**config.mk**
```make
export PLATFORM = sky130hd
export DESIGN_NAME = mer_calc
export DESIGN_NICKNAME = d
export VERILOG_FILES = /design/src/rtl/mer_calc.sv
export SDC_FILE = /design/constraint.sdc
export NUM_CORES = 1
export LEC_CHECK = 0
export ABC_CLOCK_PERIOD_IN_PS = 4760
export CAP_MARGIN = 30
export CORE_UTILIZATION = 30
export DETAILED_ROUTE_END_ITERATION = 7
export PLACE_DENSITY = 0.49
export SLEW_MARGIN = 20
export SYNTH_ARGS = -nofsm -noshare
export SYNTH_HDL_FRONTEND = slang
export SYNTH_SLANG_ARGS = --single-unit
```
**constraint.sdc**
```tcl
create_clock -name sys_clk -period 4.76 [get_ports sys_clk]
set_clock_uncertainty 0.15 [all_clocks]
set_input_delay 0.952 -clock sys_clk [delete_from_list [all_inputs] [get_ports sys_clk]]
set_output_delay 0.952 -clock sys_clk [all_outputs]
set_load 0.05 [all_outputs]
```
**src/rtl/mer_calc.sv**
```systemverilog
`default_nettype none
// ============================================================================
// Module      : mer_calc
// Description : Modulation-error-ratio divider. Serial restoring division of
//               clamped decision power by per-symbol squared error.
// Revision    : 1.0 - initial release
// ============================================================================
module mer_calc #(
    parameter int FRAC      = 16,
    parameter int DEN_SHIFT = 20
) (
    input  logic                   sys_clk,
    input  logic                   reset_n,
    input  logic                   cycle,
    input  logic signed [17:0]     map_out_pwr,
    input  logic [55:0]            err_square,
    output logic [18+FRAC-1:0]     mer_ratio,
    output logic                   done,
    output logic                   busy,
    output logic                   div0,
    output logic                   overrun
);

    localparam int QW = 18 + FRAC;
    localparam int DW = 36;
    localparam int CW = $clog2(QW + 1);
    localparam logic [CW-1:0] STEPS = CW'(QW);
    localparam logic [CW-1:0] LAST  = CW'(1);

    typedef enum logic [1:0] {
        IDLE = 2'd0,
        DIV  = 2'd1,
        DONE = 2'd2
    } state_t;

    state_t          state;
    logic [QW-1:0]   num;
    logic [DW-1:0]   den;
    logic [DW-1:0]   rem;
    logic [CW-1:0]   cnt;

    logic [QW-1:0]   num_in;
    logic [DW-1:0]   den_in;
    logic [DW:0]     rem_sh;
    logic [DW-1:0]   rem_sub;
    logic            ge;

    // Negative power clamps to a zero numerator.
    assign num_in  = map_out_pwr[17] ? '0 : (QW'($unsigned(map_out_pwr)) << FRAC);
    assign den_in  = DW'(err_square >> DEN_SHIFT);

    // When ge holds the true difference is below den, so DW bits suffice.
    assign rem_sh  = {rem, num[QW-1]};
    assign ge      = (rem_sh >= {1'b0, den});
    assign rem_sub = rem_sh[DW-1:0] - den;

    always_ff @(posedge sys_clk or negedge reset_n) begin
        if (!reset_n) begin
            state     <= IDLE;
            num       <= '0;
            den       <= '0;
            rem       <= '0;
            cnt       <= '0;
            mer_ratio <= '0;
            done      <= 1'b0;
            busy      <= 1'b0;
            div0      <= 1'b0;
            overrun   <= 1'b0;
        end else begin
            done <= 1'b0;
            if (cycle && (state != IDLE))
                overrun <= 1'b1;

            case (state)
                IDLE: begin
                    if (cycle) begin
                        num   <= num_in;
                        den   <= den_in;
                        rem   <= '0;
                        cnt   <= STEPS;
                        busy  <= 1'b1;
                        state <= DIV;
                    end
                end
                DIV: begin
                    // Quotient bits shift into num as the dividend bits leave it.
                    num <= {num[QW-2:0], ge};
                    rem <= ge ? rem_sub : rem_sh[DW-1:0];
                    cnt <= cnt - LAST;
                    if (cnt == LAST)
                        state <= DONE;
                end
                DONE: begin
                    mer_ratio <= num;
                    div0      <= (den == '0);
                    done      <= 1'b1;
                    busy      <= 1'b0;
                    state     <= IDLE;
                end
                default: state <= IDLE;
            endcase
        end
    end

endmodule
`default_nettype wire
```
# Yosys cells after proc, flatten, opt, wreduce, memory -nomap -nowiden
# Index checks and enable logic that the tools add are counted.
# totals
regBits,152
inputBits,77
output_inout_bits,38
elab_cells,42
# classes
addsub,2
magnitude_cmp,1
eq_ne,5
mux,14
n_reduce_logical,10
# ops
cell,count
36-bit 2-to-1 mux,2
36-bit case mux with 2 select lines,1
34-bit case mux with 2 select lines,1
37-bit by 36-bit greater-or-equal comparator with 1-bit output,1
36-bit zero test,1
36-bit subtractor,1
34-bit 2-to-1 mux,1
33-bit 2-to-1 mux,1
6-bit case mux with 2 select lines,1
2-bit AND reduction,4
"6-bit by 1-bit == test with 1-bit output, second input constant",1
6-bit 2-to-1 mux,1
2-bit nonzero test,3
"6-bit by 1-bit subtractor with 6-bit output, second input constant",1
2-bit 2-to-1 mux,2
"2-bit inequality test, second input constant",2
2-bit case mux with 2 select lines,1
"2-bit by 1-bit == test with 1-bit output, second input constant",1
"2-bit == test, second input constant",1
2-bit zero test,1
1-bit 2-to-1 mux,2
1-bit case mux with 2 select lines,1
1-bit logical AND,1

# Logic depth before layout (Yosys ltp)
# logic_depth
word_depth,3
mapped_depth,13
depth_no_buf,12

# Worst setup path after synthesis
# OpenSTA, ideal clock, no wires.
# synth_timing
path_type,reg2reg
startpoint,register rem[13]
endpoint,register rem[32]
setup_time_ps,126
arrival_ps,2525
required_ps,4484
slack_ps,1959
stages_incl_launch_ff,13
n_path_buf,3
period_less_slack_ps,2801
path_cell_list,dfrtp_1 -> ha_1 -> buf_4 -> a211oi_1 -> o21ai_1 -> a31oi_2 -> o311ai_1 -> a21oi_2 -> o41a_1 -> buf_6 -> buf_6 -> a32oi_1 -> o21ai_1
# synth_between
elab_chain_len,3
elab_cells_between_ends,4
classes_between,add/sub: 1; order compare: 1; mux: 2
# synth_rtl
element,line_no,text
from (decl),39,logic [DW-1:0] rem;
from (signal assigned),88,rem <= ge ? rem_sub : rem_sh[DW-1:0];
36-bit subtractor / 37-bit by 36-bit greater-or-equal comparator with 1-bit output (equally long branches),"55, 54",
36-bit 2-to-1 mux (*),88,
36-bit case mux with 2 select lines (*),74,case (state)
# Mark *: on every way between the ends. The rest lies on a longest branch, timed or not.
# A chain may end at the register's enable or synchronous reset.

# Worst setup path after layout
# layout_timing
startpoint,register den[30]
endpoint,register rem[26]
# layout_between
elab_chain_len,3
# layout_rtl
element,line_no,text
from (decl),38,logic [DW-1:0] den;
from (signal assigned),78,den <= den_in;
37-bit by 36-bit greater-or-equal comparator with 1-bit output,54,"assign ge = (rem_sh >= {1'b0, den});"
36-bit 2-to-1 mux,88,
36-bit case mux with 2 select lines,74,
# Every way passes these cells.

==> impl_metrics.yaml <==
clock_network:
  clk_path_buf_depth: 2
  cts_tree: "yes"
  cts.sink_count: 152
  htree_num_levels: 4
  clk_pin_slew_ns: 0.07
  cts-buffers-inserted: 17
  clock_tree.root_cell: "sky130_fd_sc_hd__clkbuf_16"
  postCtsSetupBuffers: 0
  cts_resized: 0
  insertion_delay_ns: 0.43
  hold_buffers: 0
placed_design:
  place_area_um2: 9480
  preCtsSetupSlack_ns: 1.27
  estimated_wirelength_of_the_detail_placed_design_um: 14700
  io_buffers: 94
  place_congestion: 0.795
sta:
  unrepaired_setup_endpoints_after_global_routing: "no"
  finalCritPeriodShare_pct: 74.3
  tightest_slew_ns: 0.846
  total_negative_slack_for_setup_checks_ns: 0
  finalMaxSlewViolations: 0
  finalHoldViolCount: 0
  setup_viol_count_final: 0
  fin_crit_ns: 3.54
  slew-limit-headroom_pct: 43.6
  final.setup.worst_slack_ns: 1.22
  fmax_ghz: 0.283
cells_and_area:
  postLayoutCellArea_um2: 10100
  finalNetCount: 1075
  final_core_utilization_pct: 37.5
  num_antenna_cells: 0
  drive_above_1_share_pct: 9.57
  area_growth_syn_to_layout_pct: 23.0
synth:
  synth.cells.most_frequent: "170 x sky130_fd_sc_hd__nand2_1, 152 x sky130_fd_sc_hd__dfrtp_1, 84 x sky130_fd_sc_hd__o21ai_0"
  yosys_most_used_dff: "sky130_fd_sc_hd__dfrtp_1"
  seq_area_frac_synth_pct: 46.4
  synth.avg_cell_area_um2: 9.31
  synth_fp_nets: 996
  number_of_enable_type_register_cells_in_the_synthesized_netlist: 0
  async_reset_ff_share_pct: 100
  synth_xor_xnor_area_share_pct: 3.10
  synth_simple_gate_area_share_pct: 14.8
  netlist.area_leader.share_pct: 46.4
  synth-compound-area-share_pct: 18.6
  synth.largest_area_cell: "sky130_fd_sc_hd__dfrtp_1"
  synth-warning-count: 0
  synthTopCellsByArea: "sky130_fd_sc_hd__dfrtp_1 46%, sky130_fd_sc_hd__nand2_1 7.8%, sky130_fd_sc_hd__ha_1 5.8%, sky130_fd_sc_hd__o21ai_0 5.1%, sky130_fd_sc_hd__mux2_2 4.7%"
  netlist_instances: 880
  post_synth_mux_area_share_pct: 6.14
  yosys.cell_types.count: 62
  synthMostInstantiatedCell: "sky130_fd_sc_hd__nand2_1"
  dominant_combinational_cell_family_by_area_after_synthesis: "compound AO/OA/AOI/OAI gates"
  synth-adder-area-share_pct: 6.04
  yosys_register_bits: 152
  netlist_area_before_placement_um2: 8200
route:
  remaining_drc_errors: 0
  dr.pass1.iters: 4
  wl_um: 21600
  highest_layer: "met4"
  met2_wirelength_um: 9740
  avgRoutedWirePerCell_um: 16.4
  post_detailed_route_via_to_cell_ratio: 4.94
  m1WireLength_um: 10900
  route.met3.wl_um: 671
  vias: 6487
  drt_iter0_drc: 405
  route.antenna.remaining_nets: 0
run:
  maxcap_violations: 0
power:
  vdd_ir_drop_max_mv: 0.317
  total_power_density_per_cell_area_nw_per_um2: 867
  overall_power_of_the_completed_layout_mw: 8.74
  p_leak_nw: 4.30
global_route:
  grt_max_degree: 98
  grt_antenna_before_repair: 0
  wire_length_of_the_first_global_routing_pass_um: 35200
  global_route.overflow_total: 0
  global_router_s_overall_resource_usage_pct: 16.0
  first_global_vias: 6383
floorplanning:
  die_h_um: 167
  chipWidth_um: 167
  floorplan.core_area_um2: 26900
  floorplan.die_area_um2: 28000
  floorplan.initialDensity_pct: 30.5
  top_level_ports: 115
  num_rows: 60
setup_path:
  critical_path.startpoint_type: "flop"
  path_max_fanout: 11
  path_class: "reg -> reg"
  critical_path_end_type: "flop"
  cp.arrival_ns: 3.75
  worstPathRequired_ns: 4.97
hold_path:
  worst_hold_path_type: "in -> async"
outcome:
  result_of_the_run: "complete, no violations"
-- worst max-delay path, stage by stage, from the launching register on --
cell                        delay [ns]
sky130_fd_sc_hd__dfrtp_1          0.35
sky130_fd_sc_hd__inv_1            0.07
sky130_fd_sc_hd__ha_1             0.38
sky130_fd_sc_hd__a21o_1           0.21
sky130_fd_sc_hd__a21o_1           0.18
sky130_fd_sc_hd__a21o_1           0.19
sky130_fd_sc_hd__a2111oi_0        0.48
sky130_fd_sc_hd__o211a_1          0.31
sky130_fd_sc_hd__o41a_1           0.56
sky130_fd_sc_hd__buf_4            0.30
sky130_fd_sc_hd__nand2_1          0.07
sky130_fd_sc_hd__o31a_1           0.11
sky130_fd_sc_hd__o21ai_2          0.10
-- cell families (layout without fill, tap and decap cells) --
group,count (synthesis),after routing
buf+inv,95,187
mux,46,46
simple gates,274,274
xor+xnor,29,29
flops,152,152
fa+ha+maj,39,39
compound gates,245,245
-- routing by layer --
| metal | up-vias | global-route usage, % |
|---|---|---|
| met1 | 3113 | 22.9 |
| li1 | 3255 | - |
| met2 | 101 | 24.7 |
| met5 | - | 0 |
| met3 | 18 | 2.67 |
| met4 | 0 | 4.71 |
-- area by class of cell --
| cell class | instances | area, µm² |
|---|---|---|
| tap | 341 | 427 |
| fill | 2732 | 16800 |
| multi-input combinational | 633 | 4020 |
| timing repair buffer | 105 | 1070 |
| sequential | 152 | 3800 |
| clock inverter | 14 | 151 |
| clock buffer | 18 | 429 |
| inverter | 50 | 188 |
-- flip-flops by register name (all words and copies together), names as in the netlist --
register,flops
done,1
div0,1
rem,36
overrun,1
state,2
busy,1
num,34
den,36
mer_ratio,34
cnt,6
-- cells in the final DEF (no fill, tap or decap), drive strengths merged, types with 4 or more instances in the layout --
cell type / count
a211oi: 5
a21o: 10
a21oi: 52
a22oi: 17
a32oi: 6
and2: 5
buf: 12
clkbuf: 18
clkdlybuf4s50: 93
dfrtp: 152
ha: 38
inv: 59
mux2: 34
mux2i: 12
nand2: 171
nand2b: 9
nand3: 21
nand4: 12
nor2: 25
nor2b: 5
nor3: 6
nor4: 11
o211ai: 8
o21ai: 113
o21bai: 6
o41ai: 4
xnor2: 15
xor2: 14
-- power breakdown --
| group | internal, mW | total, mW | switching (mW) | leakage (nW) |
|---|---|---|---|---|
| Sequential | 1.87 | 2.25 | 0.384 | 1.78 |
| Combinational | 2.03 | 5.12 | 3.09 | 2.24 |
| Clock | 0.744 | 1.36 | 0.621 | 0.280 |
| Total | 4.64 | 8.74 | 4.10 | 4.30 |
-- path summary, 6_finish.rpt --
check	start	to	slack, ns	depth (start not counted)
setup / recovery	den[30]	rem[26]	1.22	12
hold / removal	reset_n	mer_ratio[11]	0.32	1
setup reg to reg	den[30]	rem[26]	1.22	12
hold reg to reg	overrun	overrun	0.32	1
max in group asynchronous	reset_n	rem[24]	3.44	2
min in group sys_clk	overrun	overrun	0.32	1
-- metrics by stage --
stage / instances / hold WS [ns]
2_1_floorplan: 880 / 0.296
3_3_place_gp: 1279 / 0.302
3_5_place_dp: 1280 / 0.304
4_1_cts: 1312 / 0.321
5_1_grt: 1313 / 0.344
6_report: 1313 / 0.316
Power figures use the tool's default switching activity.
